==> src/rtl/dcache_pkg.sv <==
// Purpose : shared types and helpers for the data-cache miss handler.
// Contents: miss FSM state enum, memory access-size encodings, beat address
//           generation and byte-enable merge helpers (width-generic, callers
//           cast to their own widths).
package dcache_pkg;

    typedef enum logic [2:0] {
        IDLE    = 3'd0,
        WB_BEAT = 3'd1,
        RD_REQ  = 3'd2,
        RD_WAIT = 3'd3,
        WT_BEAT = 3'd4,
        DONE    = 3'd5
    } miss_state_e;

    typedef enum logic [1:0] {
        MEM_SIZE_BYTE  = 2'd0,
        MEM_SIZE_HALF  = 2'd1,
        MEM_SIZE_WORD  = 2'd2,
        MEM_SIZE_DWORD = 2'd3
    } mem_size_e;

    // Upper bounds for the width-generic helpers.
    localparam int unsigned FN_ADDR_W = 64;
    localparam int unsigned FN_DATA_W = 1024;
    localparam int unsigned FN_BE_W   = FN_DATA_W / 8;

    // Line-aligned base of addr plus the byte offset of the given beat.
    function automatic logic [FN_ADDR_W-1:0] beat_addr(
        input logic [FN_ADDR_W-1:0] addr,
        input int unsigned          line_bytes,
        input int unsigned          beat_bytes,
        input int unsigned          beat
    );
        logic [FN_ADDR_W-1:0] base;
        base = addr & ~(FN_ADDR_W'(line_bytes) - FN_ADDR_W'(1));
        return base + FN_ADDR_W'(beat) * FN_ADDR_W'(beat_bytes);
    endfunction

    // Replace the bytes of old_data selected by be with bytes of new_data.
    function automatic logic [FN_DATA_W-1:0] be_merge(
        input logic [FN_DATA_W-1:0] old_data,
        input logic [FN_DATA_W-1:0] new_data,
        input logic [FN_BE_W-1:0]   be
    );
        logic [FN_DATA_W-1:0] res;
        res = old_data;
        for (int b = 0; b < int'(FN_BE_W); b++) begin
            if (be[b]) res[b*8 +: 8] = new_data[b*8 +: 8];
        end
        return res;
    endfunction

endpackage

==> src/rtl/dcache_miss_handler_if.sv <==
// Purpose : bundle of the miss-request, completion and memory-beat buses of
//           the data-cache miss handler.
// Modports: slave  - the miss handler (consumes requests, drives memory bus)
//           master - the environment (cache pipeline plus memory)
interface dcache_miss_handler_if #(
    parameter int unsigned LINE_WIDTH = 128,
    parameter int unsigned BEAT_WIDTH = 32,
    parameter int unsigned ADDR_WIDTH = 32
) ();
    localparam int unsigned BE_W = BEAT_WIDTH / 8;

    // miss request
    logic                  miss_valid_i;
    logic                  miss_ready_o;
    logic [ADDR_WIDTH-1:0] miss_addr_i;
    logic                  miss_is_store_i;
    logic [BEAT_WIDTH-1:0] miss_wdata_i;
    logic [BE_W-1:0]       miss_be_i;
    logic                  victim_dirty_i;
    logic [ADDR_WIDTH-1:0] victim_addr_i;
    logic [LINE_WIDTH-1:0] victim_line_i;
    // completion
    logic                  done_valid_o;
    logic [LINE_WIDTH-1:0] done_line_o;
    logic                  done_alloc_o;
    // memory beat bus
    logic                  mem_req_o;
    logic                  mem_we_o;
    logic [ADDR_WIDTH-1:0] mem_addr_o;
    logic [BEAT_WIDTH-1:0] mem_wdata_o;
    logic [BE_W-1:0]       mem_be_o;
    logic                  mem_gnt_i;
    logic                  mem_rvalid_i;
    logic [BEAT_WIDTH-1:0] mem_rdata_i;

    modport slave (
        input  miss_valid_i, miss_addr_i, miss_is_store_i, miss_wdata_i, miss_be_i,
               victim_dirty_i, victim_addr_i, victim_line_i,
               mem_gnt_i, mem_rvalid_i, mem_rdata_i,
        output miss_ready_o, done_valid_o, done_line_o, done_alloc_o,
               mem_req_o, mem_we_o, mem_addr_o, mem_wdata_o, mem_be_o
    );

    modport master (
        output miss_valid_i, miss_addr_i, miss_is_store_i, miss_wdata_i, miss_be_i,
               victim_dirty_i, victim_addr_i, victim_line_i,
               mem_gnt_i, mem_rvalid_i, mem_rdata_i,
        input  miss_ready_o, done_valid_o, done_line_o, done_alloc_o,
               mem_req_o, mem_we_o, mem_addr_o, mem_wdata_o, mem_be_o
    );
endinterface

==> src/rtl/dcache_miss_handler.sv <==
// Purpose : data-cache miss handler. Accepts one miss at a time, writes back a
//           dirty victim line beat by beat, refills the missing line with one
//           read outstanding at a time (merging store data for allocating
//           stores), or writes a single beat through for non-allocating stores.
// Ports   : clk_i    - clock, rising edge
//           rst_ni   - asynchronous active-low reset
//           miss_bus - dcache_miss_handler_if.slave: miss request, victim,
//                      completion and memory beat signals
// All outputs are registers loaded from the next-state values.
module dcache_miss_handler
    import dcache_pkg::*;
#(
    parameter int unsigned LINE_WIDTH     = 128,
    parameter int unsigned BEAT_WIDTH     = 32,
    parameter int unsigned ADDR_WIDTH     = 32,
    parameter int unsigned WRITE_ALLOCATE = 1
) (
    input  logic                 clk_i,
    input  logic                 rst_ni,
    dcache_miss_handler_if.slave miss_bus
);

    localparam int unsigned NBEATS     = LINE_WIDTH / BEAT_WIDTH;
    localparam int unsigned BEAT_BYTES = BEAT_WIDTH / 8;
    localparam int unsigned LINE_BYTES = LINE_WIDTH / 8;
    localparam int unsigned BE_W       = BEAT_BYTES;
    localparam int unsigned CNT_W      = (NBEATS > 1) ? $clog2(NBEATS) : 1;
    localparam int unsigned OFF_LSB    = $clog2(BEAT_BYTES);
    localparam logic [CNT_W-1:0] LAST_BEAT = CNT_W'(NBEATS - 1);
    localparam logic             WA_EN     = (WRITE_ALLOCATE != 0);

    miss_state_e           state_q, state_d;
    logic [CNT_W-1:0]      beat_q, beat_d;
    logic [ADDR_WIDTH-1:0] addr_q, addr_d;
    logic                  store_q, store_d;
    logic [BEAT_WIDTH-1:0] wdata_q, wdata_d;
    logic [BE_W-1:0]       be_q, be_d;
    logic [ADDR_WIDTH-1:0] vaddr_q, vaddr_d;
    logic [LINE_WIDTH-1:0] vline_q, vline_d;
    logic [LINE_WIDTH-1:0] line_q, line_d;

    logic                  ready_q, ready_d;
    logic                  done_valid_q, done_valid_d;
    logic                  done_alloc_q, done_alloc_d;
    logic                  req_q, req_d;
    logic                  we_q, we_d;
    logic [ADDR_WIDTH-1:0] maddr_q, maddr_d;
    logic [BEAT_WIDTH-1:0] mwdata_q, mwdata_d;
    logic [BE_W-1:0]       mbe_q, mbe_d;

    logic [CNT_W-1:0]      word_idx;
    logic [BEAT_WIDTH-1:0] rd_beat;

    // Beat of the line that an allocating store lands in.
    assign word_idx = (NBEATS > 1) ? addr_q[OFF_LSB +: CNT_W] : '0;

    // Next-state, datapath and next-output logic.
    always_comb begin
        state_d = state_q;
        beat_d  = beat_q;
        addr_d  = addr_q;
        store_d = store_q;
        wdata_d = wdata_q;
        be_d    = be_q;
        vaddr_d = vaddr_q;
        vline_d = vline_q;
        line_d  = line_q;
        rd_beat = miss_bus.mem_rdata_i;

        case (state_q)
            IDLE: begin
                if (miss_bus.miss_valid_i) begin
                    addr_d  = miss_bus.miss_addr_i;
                    store_d = miss_bus.miss_is_store_i;
                    wdata_d = miss_bus.miss_wdata_i;
                    be_d    = miss_bus.miss_be_i;
                    vaddr_d = miss_bus.victim_addr_i;
                    vline_d = miss_bus.victim_line_i;
                    line_d  = '0;
                    beat_d  = '0;
                    if (miss_bus.miss_is_store_i && !WA_EN) begin
                        state_d = WT_BEAT;
                    end else if (miss_bus.victim_dirty_i) begin
                        state_d = WB_BEAT;
                    end else begin
                        state_d = RD_REQ;
                    end
                end
            end
            WB_BEAT: begin
                if (miss_bus.mem_gnt_i) begin
                    if (beat_q == LAST_BEAT) begin
                        beat_d  = '0;
                        state_d = RD_REQ;
                    end else begin
                        beat_d = beat_q + CNT_W'(1);
                    end
                end
            end
            // rvalid is not looked at here, so a coincident grant wins.
            RD_REQ: begin
                if (miss_bus.mem_gnt_i) state_d = RD_WAIT;
            end
            RD_WAIT: begin
                if (miss_bus.mem_rvalid_i) begin
                    if (store_q && WA_EN && (beat_q == word_idx)) begin
                        rd_beat = BEAT_WIDTH'(be_merge(FN_DATA_W'(miss_bus.mem_rdata_i),
                                                       FN_DATA_W'(wdata_q),
                                                       FN_BE_W'(be_q)));
                    end
                    line_d[32'(beat_q)*BEAT_WIDTH +: BEAT_WIDTH] = rd_beat;
                    if (beat_q == LAST_BEAT) begin
                        beat_d  = '0;
                        state_d = DONE;
                    end else begin
                        beat_d  = beat_q + CNT_W'(1);
                        state_d = RD_REQ;
                    end
                end
            end
            WT_BEAT: begin
                if (miss_bus.mem_gnt_i) state_d = DONE;
            end
            DONE: begin
                state_d = IDLE;
            end
            default: begin
                state_d = IDLE;
            end
        endcase

        // Outputs follow the state being entered so they are valid in that state.
        ready_d      = (state_d == IDLE);
        done_valid_d = (state_d == DONE);
        done_alloc_d = (state_d == DONE) && !(store_d && !WA_EN);
        req_d        = (state_d inside {WB_BEAT, RD_REQ, WT_BEAT});
        we_d         = (state_d inside {WB_BEAT, WT_BEAT});
        maddr_d      = '0;
        mwdata_d     = '0;
        mbe_d        = '0;
        case (state_d)
            WB_BEAT: begin
                maddr_d  = ADDR_WIDTH'(beat_addr(FN_ADDR_W'(vaddr_d), LINE_BYTES,
                                                 BEAT_BYTES, 32'(beat_d)));
                mwdata_d = vline_d[32'(beat_d)*BEAT_WIDTH +: BEAT_WIDTH];
                mbe_d    = '1;
            end
            RD_REQ: begin
                maddr_d = ADDR_WIDTH'(beat_addr(FN_ADDR_W'(addr_d), LINE_BYTES,
                                                BEAT_BYTES, 32'(beat_d)));
            end
            WT_BEAT: begin
                maddr_d  = addr_d & ~ADDR_WIDTH'(BEAT_BYTES - 1);
                mwdata_d = wdata_d;
                mbe_d    = be_d;
            end
            default: ;
        endcase
    end

    // State, captured request and output registers.
    always_ff @(posedge clk_i or negedge rst_ni) begin
        if (!rst_ni) begin
            state_q      <= IDLE;
            beat_q       <= '0;
            addr_q       <= '0;
            store_q      <= 1'b0;
            wdata_q      <= '0;
            be_q         <= '0;
            vaddr_q      <= '0;
            vline_q      <= '0;
            line_q       <= '0;
            ready_q      <= 1'b1;
            done_valid_q <= 1'b0;
            done_alloc_q <= 1'b0;
            req_q        <= 1'b0;
            we_q         <= 1'b0;
            maddr_q      <= '0;
            mwdata_q     <= '0;
            mbe_q        <= '0;
        end else begin
            state_q      <= state_d;
            beat_q       <= beat_d;
            addr_q       <= addr_d;
            store_q      <= store_d;
            wdata_q      <= wdata_d;
            be_q         <= be_d;
            vaddr_q      <= vaddr_d;
            vline_q      <= vline_d;
            line_q       <= line_d;
            ready_q      <= ready_d;
            done_valid_q <= done_valid_d;
            done_alloc_q <= done_alloc_d;
            req_q        <= req_d;
            we_q         <= we_d;
            maddr_q      <= maddr_d;
            mwdata_q     <= mwdata_d;
            mbe_q        <= mbe_d;
        end
    end

    assign miss_bus.miss_ready_o = ready_q;
    assign miss_bus.done_valid_o = done_valid_q;
    assign miss_bus.done_line_o  = line_q;
    assign miss_bus.done_alloc_o = done_alloc_q;
    assign miss_bus.mem_req_o    = req_q;
    assign miss_bus.mem_we_o     = we_q;
    assign miss_bus.mem_addr_o   = maddr_q;
    assign miss_bus.mem_wdata_o  = mwdata_q;
    assign miss_bus.mem_be_o     = mbe_q;

endmodule

==> src/flat_wrapper.sv <==
// flat-port wrapper written by rule: the top's interface ports become plain ports
module dcache_miss_handler_flat import dcache_pkg::*;
#(
    parameter int unsigned LINE_WIDTH     = 128,
    parameter int unsigned BEAT_WIDTH     = 32,
    parameter int unsigned ADDR_WIDTH     = 32,
    parameter int unsigned WRITE_ALLOCATE = 1
)
  (clk_i, rst_ni, miss_bus_miss_valid_i, miss_bus_miss_addr_i, miss_bus_miss_is_store_i, miss_bus_miss_wdata_i, miss_bus_miss_be_i, miss_bus_victim_dirty_i, miss_bus_victim_addr_i, miss_bus_victim_line_i, miss_bus_mem_gnt_i, miss_bus_mem_rvalid_i, miss_bus_mem_rdata_i, miss_bus_miss_ready_o, miss_bus_done_valid_o, miss_bus_done_line_o, miss_bus_done_alloc_o, miss_bus_mem_req_o, miss_bus_mem_we_o, miss_bus_mem_addr_o, miss_bus_mem_wdata_o, miss_bus_mem_be_o);
  dcache_miss_handler_if #(.LINE_WIDTH(LINE_WIDTH), .BEAT_WIDTH(BEAT_WIDTH), .ADDR_WIDTH(ADDR_WIDTH)) miss_bus_i ();
  input  logic clk_i;
  input  logic rst_ni;
  input wire logic [$bits(miss_bus_i.miss_valid_i)-1:0] miss_bus_miss_valid_i;
  input wire logic [$bits(miss_bus_i.miss_addr_i)-1:0] miss_bus_miss_addr_i;
  input wire logic [$bits(miss_bus_i.miss_is_store_i)-1:0] miss_bus_miss_is_store_i;
  input wire logic [$bits(miss_bus_i.miss_wdata_i)-1:0] miss_bus_miss_wdata_i;
  input wire logic [$bits(miss_bus_i.miss_be_i)-1:0] miss_bus_miss_be_i;
  input wire logic [$bits(miss_bus_i.victim_dirty_i)-1:0] miss_bus_victim_dirty_i;
  input wire logic [$bits(miss_bus_i.victim_addr_i)-1:0] miss_bus_victim_addr_i;
  input wire logic [$bits(miss_bus_i.victim_line_i)-1:0] miss_bus_victim_line_i;
  input wire logic [$bits(miss_bus_i.mem_gnt_i)-1:0] miss_bus_mem_gnt_i;
  input wire logic [$bits(miss_bus_i.mem_rvalid_i)-1:0] miss_bus_mem_rvalid_i;
  input wire logic [$bits(miss_bus_i.mem_rdata_i)-1:0] miss_bus_mem_rdata_i;
  output wire logic [$bits(miss_bus_i.miss_ready_o)-1:0] miss_bus_miss_ready_o;
  output wire logic [$bits(miss_bus_i.done_valid_o)-1:0] miss_bus_done_valid_o;
  output wire logic [$bits(miss_bus_i.done_line_o)-1:0] miss_bus_done_line_o;
  output wire logic [$bits(miss_bus_i.done_alloc_o)-1:0] miss_bus_done_alloc_o;
  output wire logic [$bits(miss_bus_i.mem_req_o)-1:0] miss_bus_mem_req_o;
  output wire logic [$bits(miss_bus_i.mem_we_o)-1:0] miss_bus_mem_we_o;
  output wire logic [$bits(miss_bus_i.mem_addr_o)-1:0] miss_bus_mem_addr_o;
  output wire logic [$bits(miss_bus_i.mem_wdata_o)-1:0] miss_bus_mem_wdata_o;
  output wire logic [$bits(miss_bus_i.mem_be_o)-1:0] miss_bus_mem_be_o;
  assign miss_bus_i.miss_valid_i = miss_bus_miss_valid_i;
  assign miss_bus_i.miss_addr_i = miss_bus_miss_addr_i;
  assign miss_bus_i.miss_is_store_i = miss_bus_miss_is_store_i;
  assign miss_bus_i.miss_wdata_i = miss_bus_miss_wdata_i;
  assign miss_bus_i.miss_be_i = miss_bus_miss_be_i;
  assign miss_bus_i.victim_dirty_i = miss_bus_victim_dirty_i;
  assign miss_bus_i.victim_addr_i = miss_bus_victim_addr_i;
  assign miss_bus_i.victim_line_i = miss_bus_victim_line_i;
  assign miss_bus_i.mem_gnt_i = miss_bus_mem_gnt_i;
  assign miss_bus_i.mem_rvalid_i = miss_bus_mem_rvalid_i;
  assign miss_bus_i.mem_rdata_i = miss_bus_mem_rdata_i;
  assign miss_bus_miss_ready_o = miss_bus_i.miss_ready_o;
  assign miss_bus_done_valid_o = miss_bus_i.done_valid_o;
  assign miss_bus_done_line_o = miss_bus_i.done_line_o;
  assign miss_bus_done_alloc_o = miss_bus_i.done_alloc_o;
  assign miss_bus_mem_req_o = miss_bus_i.mem_req_o;
  assign miss_bus_mem_we_o = miss_bus_i.mem_we_o;
  assign miss_bus_mem_addr_o = miss_bus_i.mem_addr_o;
  assign miss_bus_mem_wdata_o = miss_bus_i.mem_wdata_o;
  assign miss_bus_mem_be_o = miss_bus_i.mem_be_o;
  dcache_miss_handler #(.LINE_WIDTH(LINE_WIDTH), .BEAT_WIDTH(BEAT_WIDTH), .ADDR_WIDTH(ADDR_WIDTH), .WRITE_ALLOCATE(WRITE_ALLOCATE)) u_core (.clk_i(clk_i), .rst_ni(rst_ni), .miss_bus(miss_bus_i));
endmodule
==> config.mk <==
export PLATFORM = sky130hd
export DESIGN_NAME = dcache_miss_handler_flat
export DESIGN_NICKNAME = d
export VERILOG_FILES = /design/src/rtl/dcache_pkg.sv /design/src/rtl/dcache_miss_handler_if.sv /design/src/rtl/dcache_miss_handler.sv /design/src/flat_wrapper.sv
export SDC_FILE = /design/constraint.sdc
export NUM_CORES = 1
export LEC_CHECK = 0
export BUFFER_PORTS_ARGS = -buffer_cell sky130_fd_sc_hd__buf_2
export CORE_ASPECT_RATIO = 0.6
export CORE_MARGIN = 2
export CORE_UTILIZATION = 28
export DETAILED_ROUTE_END_ITERATION = 8
export MAX_ROUTING_LAYER = met4
export PLACE_DENSITY = 0.52
export SETUP_SLACK_MARGIN = 0.15
export SYNTH_ARGS = -nofsm -noshare
export SYNTH_HDL_FRONTEND = slang
export SYNTH_SLANG_ARGS = --single-unit
==> constraint.sdc <==
create_clock -name clk_i -period 3 [get_ports clk_i]
set_input_delay 0.45 -clock clk_i [delete_from_list [all_inputs] [get_ports clk_i]]
set_output_delay 0.45 -clock clk_i [all_outputs]
set_load 0.005 [all_outputs]
# Word level (Yosys, flattened, before mapping)
# Index checks and enable logic that the tools add are counted.
# classes
n_mux	38
eq_ne	12
n_shift	3
reduce_logical	8
addsub	4
# op_table
operator	n
$mux 128	4
$mux 32	9
$pmux 128 s2	1
$bwmux 128	1
$shift 32x34->128 const A	1
$shiftx 128x8->32	1
$shiftx 32x34->128	1
$pmux 32 s3	1
$add 32x4->32	2
$pmux 32 s2	1
$neg 7->34	1
$mux 8	4
$mux 3	7
$pmux 3 s5	1
$mux 2	5
$eq 3x2->1 const B	3
$eq 3x3->1 const B	3
$mux 4	2
$pmux 4 s2	1
$eq 3x1->1 const B	2
$logic_not 3->1	2
$pmux 2 s3	1
$ne 2x2->1 const B	2
$reduce_bool 2->1	2
other kinds (7)	7
# word_totals
output_inout_bits	201
register_bits	434
elab_cells	83
input_bits	267

# Longest topological paths before layout
# depth
depth_word	9
depth_mapped	9
ltp_nobuf	7

# Least setup slack after synthesis
# Ideal clock, no wire load.
# synth_path
path_kind	register to register
startpoint	register u_core.beat_q[0]
endpoint	register u_core.mwdata_q[1] (netlist: u_core.miss_bus.mem_wdata_o[1])
t_required_ns	2.910
period_less_slack_ns	2.152
slack_ns	0.848
setup_time_ns	0.090
path_stages_with_launch	8
n_path_buf	1
t_arrival_ns	2.062
path_cell_list	dfrtp_1 > ha_1 > and2_1 > a2111oi_0 > o221a_2 > buf_4 > or3b_1 > o221ai_1
# synth_between
elab_chain_len	6
word_cells_on_any_way	16
classes_between	add/sub: 1; eq/ne: 3; shift: 1; mux: 11
# synth_rtl
element	line	rtl
from (decl)	dcache_miss_handler.sv:33	logic [CNT_W-1:0] beat_q, beat_d;
from (signal assigned)	dcache_miss_handler.sv:183	beat_q <= beat_d;
$add 2x1->2 or $eq 2x2->1 (tied branches)	--	
$mux 2 (tied with other cells)	dcache_miss_handler.sv:92, dcache_miss_handler.sv:112	
$mux 2 (tied with other cells)	dcache_miss_handler.sv:105	if (miss_bus.mem_rvalid_i) begin
$pmux 2 s3 or $pmux 3 s5 (tied branches)	dcache_miss_handler.sv:70	case (state_q)
$shiftx 128x8->32 (tied with other cells)	dcache_miss_handler.sv:145	mwdata_d = vline_d[32'(beat_d)*BEAT_WIDTH +: BEAT_WIDTH];
$pmux 32 s2 *	dcache_miss_handler.sv:141	case (state_d)
net u_core.mwdata_d[1]	dcache_miss_handler.sv:48	logic [BEAT_WIDTH-1:0] mwdata_q, mwdata_d;
to (signal assigned)	dcache_miss_handler.sv:197	mwdata_q <= mwdata_d;
to (decl)	dcache_miss_handler.sv:48	
# Mark *: on every way through the listed nets, which the timed path passes. The rest lies on a longest branch.
# A chain may end at the register's enable or synchronous reset.

# Final worst setup path
# layout_path
startpoint	register u_core.state_q[1]
endpoint	register u_core.mwdata_q[5] (netlist: u_core.miss_bus.mem_wdata_o[5])
# layout_between
elab_chain_len	5
word_cells_on_any_way	19
classes_between	eq/ne: 6; shift: 1; mux: 11; reduce/logical: 1
# layout_rtl
element	line	rtl
from (decl)	dcache_miss_handler.sv:32	miss_state_e state_q, state_d;
from (signal assigned)	dcache_miss_handler.sv:182	state_q <= state_d;
branches (longest 4 deep; another with $shiftx 128x8->32)	--	
$pmux 32 s2 *	dcache_miss_handler.sv:141	
net u_core.mwdata_d[5]	dcache_miss_handler.sv:48	
# Mark *: on every way through the listed nets, which the timed path passes.

==> insert_results.sql <==
INSERT INTO impl_metrics (metric_group, metric, value, unit) VALUES
('outcome', 'status', 'complete, no violations', ''),
('cts', 'cts.sinks', '426', ''),
('yosys', 'synth_simple_gate_area_share', '0.132', ''),
('routing', 'wire_per_inst', '20.9', 'um'),
('setup_path', 'crit_path_end_kind', 'flop', ''),
('setup_path', 'endpoint', 'u_core.miss_bus.mem_wdata_o[5]', ''),
('sta', 'final_slew_viol_count', '0', ''),
('routing', 'route.detailed.vias_per_inst', '4.68', ''),
('yosys', 'synth_xor_xnor_area_share', '0.00152', ''),
('finish', 'drive_above_1_share', '0.329', ''),
('setup_path', 'worst-r2r-cell-count', '6', ''),
('die', 'placementRows', '70', ''),
('sta', 'timing.slew.headroom', '0.428', ''),
('die', 'core_area', '61000', 'um2'),
('setup_path', 'timing.critical_path.cells', 'mux2_2, a211oi_4, buf_4, nor3_1, or3b_1, o221ai_1', ''),
('grt', 'grt_start_max_net_pins', '96', ''),
('routing', 'drt_first_iter_violations', '956', ''),
('sta', 'finalSetupViolCount', '0', ''),
('routing', 'route.detailed.drc', '0', ''),
('die', 'dieArea', '63700', 'um2'),
('routing', 'drt_pre_antenna_iters', '4', ''),
('yosys', 'ys_ff_latch', '426', ''),
('setup_path', 'rr_endpoint', 'u_core.miss_bus.mem_wdata_o[5]', ''),
('setup_path', 'cp_data_required_time', '3480', 'ps'),
('yosys', 'syn_inst', '1571', ''),
('die', 'io-pin-count', '468', ''),
('worst_hold_path', 'hold_path_class', 'primary input to flop', ''),
('cts', 'clk_pin_slew_worst_paths', '60', 'ps'),
('sta', 'min_period_over_period', '0.866', ''),
('yosys', 'synth_area_per_cell', '11.0', 'um2'),
('setup_path', 'cpMaxStageDelayCell', 'sky130_fd_sc_hd__dfrtp_1', ''),
('setup_path', 'r2r_setup_slack', '400', 'ps'),
('die', 'floorplan.die.height', '196', 'um'),
('setup_path', 'critical-path-max-stage-delay', '640', 'ps'),
('yosys', 'yosys.area.top_type_share', '0.616', ''),
('yosys', 'ys_seq_area_frac', '0.618', ''),
('sta', 'worst_slew_pin_slew', '858', 'ps'),
('die', 'initial_utilization', '0.283', ''),
('yosys', 'post_synth_num_cell_types', '47', ''),
('yosys', 'number_of_enable_flip_flop_cells_after_synthesis', '0', ''),
('yosys', 'synth-compound-area-share', '0.0887', ''),
('yosys', 'synthFlopType', 'sky130_fd_sc_hd__dfrtp_1', ''),
('placed_design', 'routabilityCongestion', '0.859', ''),
('cts', 'clkLatencyLatePin', '580', 'ps'),
('setup_path', 'crit_cells', '6', ''),
('cts', 'tritoncts', 'done', ''),
('setup_path', 'critical_path.max_fanout', '32', ''),
('yosys', 'synth.largest_area_cell', 'sky130_fd_sc_hd__dfrtp_1', ''),
('finish', 'nets', '2320', ''),
('cts', 'cts-buffers-inserted', '45', ''),
('grt', 'globalRouteTotalUtil', '0.194', ''),
('cts', 'cts_repair_resize_count', '0', ''),
('yosys', 'netlist_top_cells_area', 'sky130_fd_sc_hd__dfrtp_1, sky130_fd_sc_hd__nand2_1, sky130_fd_sc_hd__mux2i_1', ''),
('routing', 'route.final.wire_length', '61100', 'um'),
('placed_design', 'placement.io_buffers', '459', ''),
('cts', 'cts-htree-levels', '2', ''),
('yosys', 'synth_top_cells_by_count', 'sky130_fd_sc_hd__nand2_1, sky130_fd_sc_hd__dfrtp_1, sky130_fd_sc_hd__o21ai_0', ''),
('yosys', 'synthMuxAreaShare', '0.115', ''),
('yosys', 'main_combinational_cell_family_by_area_after_synthesis', 'simple AND/OR/NAND/NOR gates', ''),
('setup_path', 'crit-reg2reg-launch', 'u_core.state_q[1]', ''),
('setup_path', 'critical_path.top_delay_family', 'flip-flops', ''),
('die', 'die_w', '325', 'um'),
('sta', 'finalClockSkew', '23.6', 'ps'),
('yosys', 'dominant_cell_by_count_in_the_synthesized_netlist', 'sky130_fd_sc_hd__nand2_1', ''),
('grt', 'wire_length_of_the_first_global_routing_pass', '90300', 'um'),
('cts', 'clockRootBuffer', 'sky130_fd_sc_hd__clkbuf_16', ''),
('sta', 'period_needed', '2600', 'ps'),
('finish', 'final_util', '0.368', ''),
('routing', 'route.antenna.remaining_nets', '0', ''),
('setup_path', 'critical_path_type', 'flop to flop', ''),
('grt', 'via_count_of_the_first_global_routing_pass', '14045', '');
final cells by class:
cell class | instances | area [um2]
Fill cell | 6184 | 38500
Sequential cell | 426 | 10700
Multi-Input combinational cell | 981 | 5970
Timing Repair Buffer | 527 | 2980
Clock buffer | 60 | 1290
Tap cell | 828 | 1040
Inverter | 66 | 248
Clock inverter | 19 | 214
Antenna cell | 22 | 55.1
worst min-delay path by stage:
stage | start | slack, ps | cells past startpoint | to
2_1_floorplan | rst_ni | 150 | 0 | u_core.addr_q[10]
3_3_place_gp | u_core.vline_q[94] | 450 | 2 | u_core.vline_q[94]
3_5_place_dp | u_core.vline_q[80] | 460 | 2 | u_core.vline_q[80]
4_1_cts | miss_bus_miss_is_store_i | 40 | 3 | u_core.store_q
5_1_grt | miss_bus_victim_addr_i[18] | 70 | 3 | u_core.vaddr_q[18]
6_report | miss_bus_miss_is_store_i | 90 | 3 | u_core.store_q
power by group:
part	switching [mW]	leakage (nW)	internal (mW)	total, mW
Sequential	0.830	5.49	7.76	8.59
Combinational	4.55	5.36	2.89	7.44
Clock	2.39	0.756	3.37	5.76
worst min-delay path: cells and delay by family:
family | cells | cell delay [ps]
and+or+nand+nor | 2 | 90
buffers and inverters | 1 | 70
routing by layer:
layer / track usage / wire (um) / vias up
met2: 0.274 / 26700 / 403
met4: 0.0556 / 1150 / 0
met5: - / 0 / -
met3: 0.0510 / 4000 / 85
li1: - / - / 6288
met1: 0.273 / 29300 / 6937
kinds of logic after synthesis:
family                   after synthesis
AO/OA/AOI/OAI                        244
XOR/XNOR                               3
adder cells (fa/ha/maj)                6
buffers and inverters                165
flip-flops                           426
multiplexers                         191
other                                  1
AND/OR/NAND/NOR                      535
stage by stage:
stage                     setup slack [ps]  power, mW  std cells  cell area (um2)  hold slack [ps]
after global routing                   227       23.2       2928            22500             73.6
after detailed placement               385       16.2       2827            20900              458
final                                  401       21.8       2929            22500             86.6
after global placement                 382       16.0       2827            20900              454
after CTS                              349       22.1       2907            22400             39.7
after floorplan                        848       12.9       1572            17300              154
sequential cells by signal (all words and copies together), names as in the netlist, 2 cells and up:
register	flops
u_core.beat_q	2
u_core.miss_bus.mem_wdata_o	32
u_core.miss_bus.mem_addr_o	30
u_core.wdata_q	32
u_core.vline_q	128
u_core.vaddr_q	28
u_core.miss_bus.mem_be_o	4
u_core.addr_q	30
u_core.miss_bus.done_line_o	128
u_core.state_q	3
u_core.be_q	4
cell usage in the layout, fill, tap and decap left out, types with 2 or more instances in the layout:
master                        n
sky130_fd_sc_hd__diode_2     22
sky130_fd_sc_hd__inv_1       65
sky130_fd_sc_hd__mux2_2      65
sky130_fd_sc_hd__clkbuf_16   45
sky130_fd_sc_hd__buf_2      458
sky130_fd_sc_hd__ha_1         6
sky130_fd_sc_hd__o221ai_1    32
sky130_fd_sc_hd__or3b_1      32
sky130_fd_sc_hd__clkinv_2    10
sky130_fd_sc_hd__buf_4       54
sky130_fd_sc_hd__xnor2_1      2
sky130_fd_sc_hd__bufinv_16    4
sky130_fd_sc_hd__clkbuf_1     4
sky130_fd_sc_hd__a21oi_1     36
sky130_fd_sc_hd__nand2_1    438
sky130_fd_sc_hd__and2_1       3
sky130_fd_sc_hd__conb_1       2
sky130_fd_sc_hd__nand3_1      5
sky130_fd_sc_hd__mux2i_1    126
sky130_fd_sc_hd__o2bb2ai_1   29
sky130_fd_sc_hd__buf_12      13
sky130_fd_sc_hd__o21ai_0    128
sky130_fd_sc_hd__nand3b_1     2
sky130_fd_sc_hd__a21o_1       3
sky130_fd_sc_hd__inv_6        2
sky130_fd_sc_hd__a31o_2       4
sky130_fd_sc_hd__dfrtp_1    425
sky130_fd_sc_hd__nor2_1       6
sky130_fd_sc_hd__nor3_1      34
sky130_fd_sc_hd__clkbuf_8    11
sky130_fd_sc_hd__o211ai_1     3
sky130_fd_sc_hd__and3_1       3
sky130_fd_sc_hd__clkinv_4     3
repair_timing:
item                                    CTS  global route
endpoints found under the setup margin    0             0
endpoints found under the hold margin    72             0
buffers inserted                          0             0
hold buffers                              1             0
Note: power is estimated with default switching activity, not from simulation.
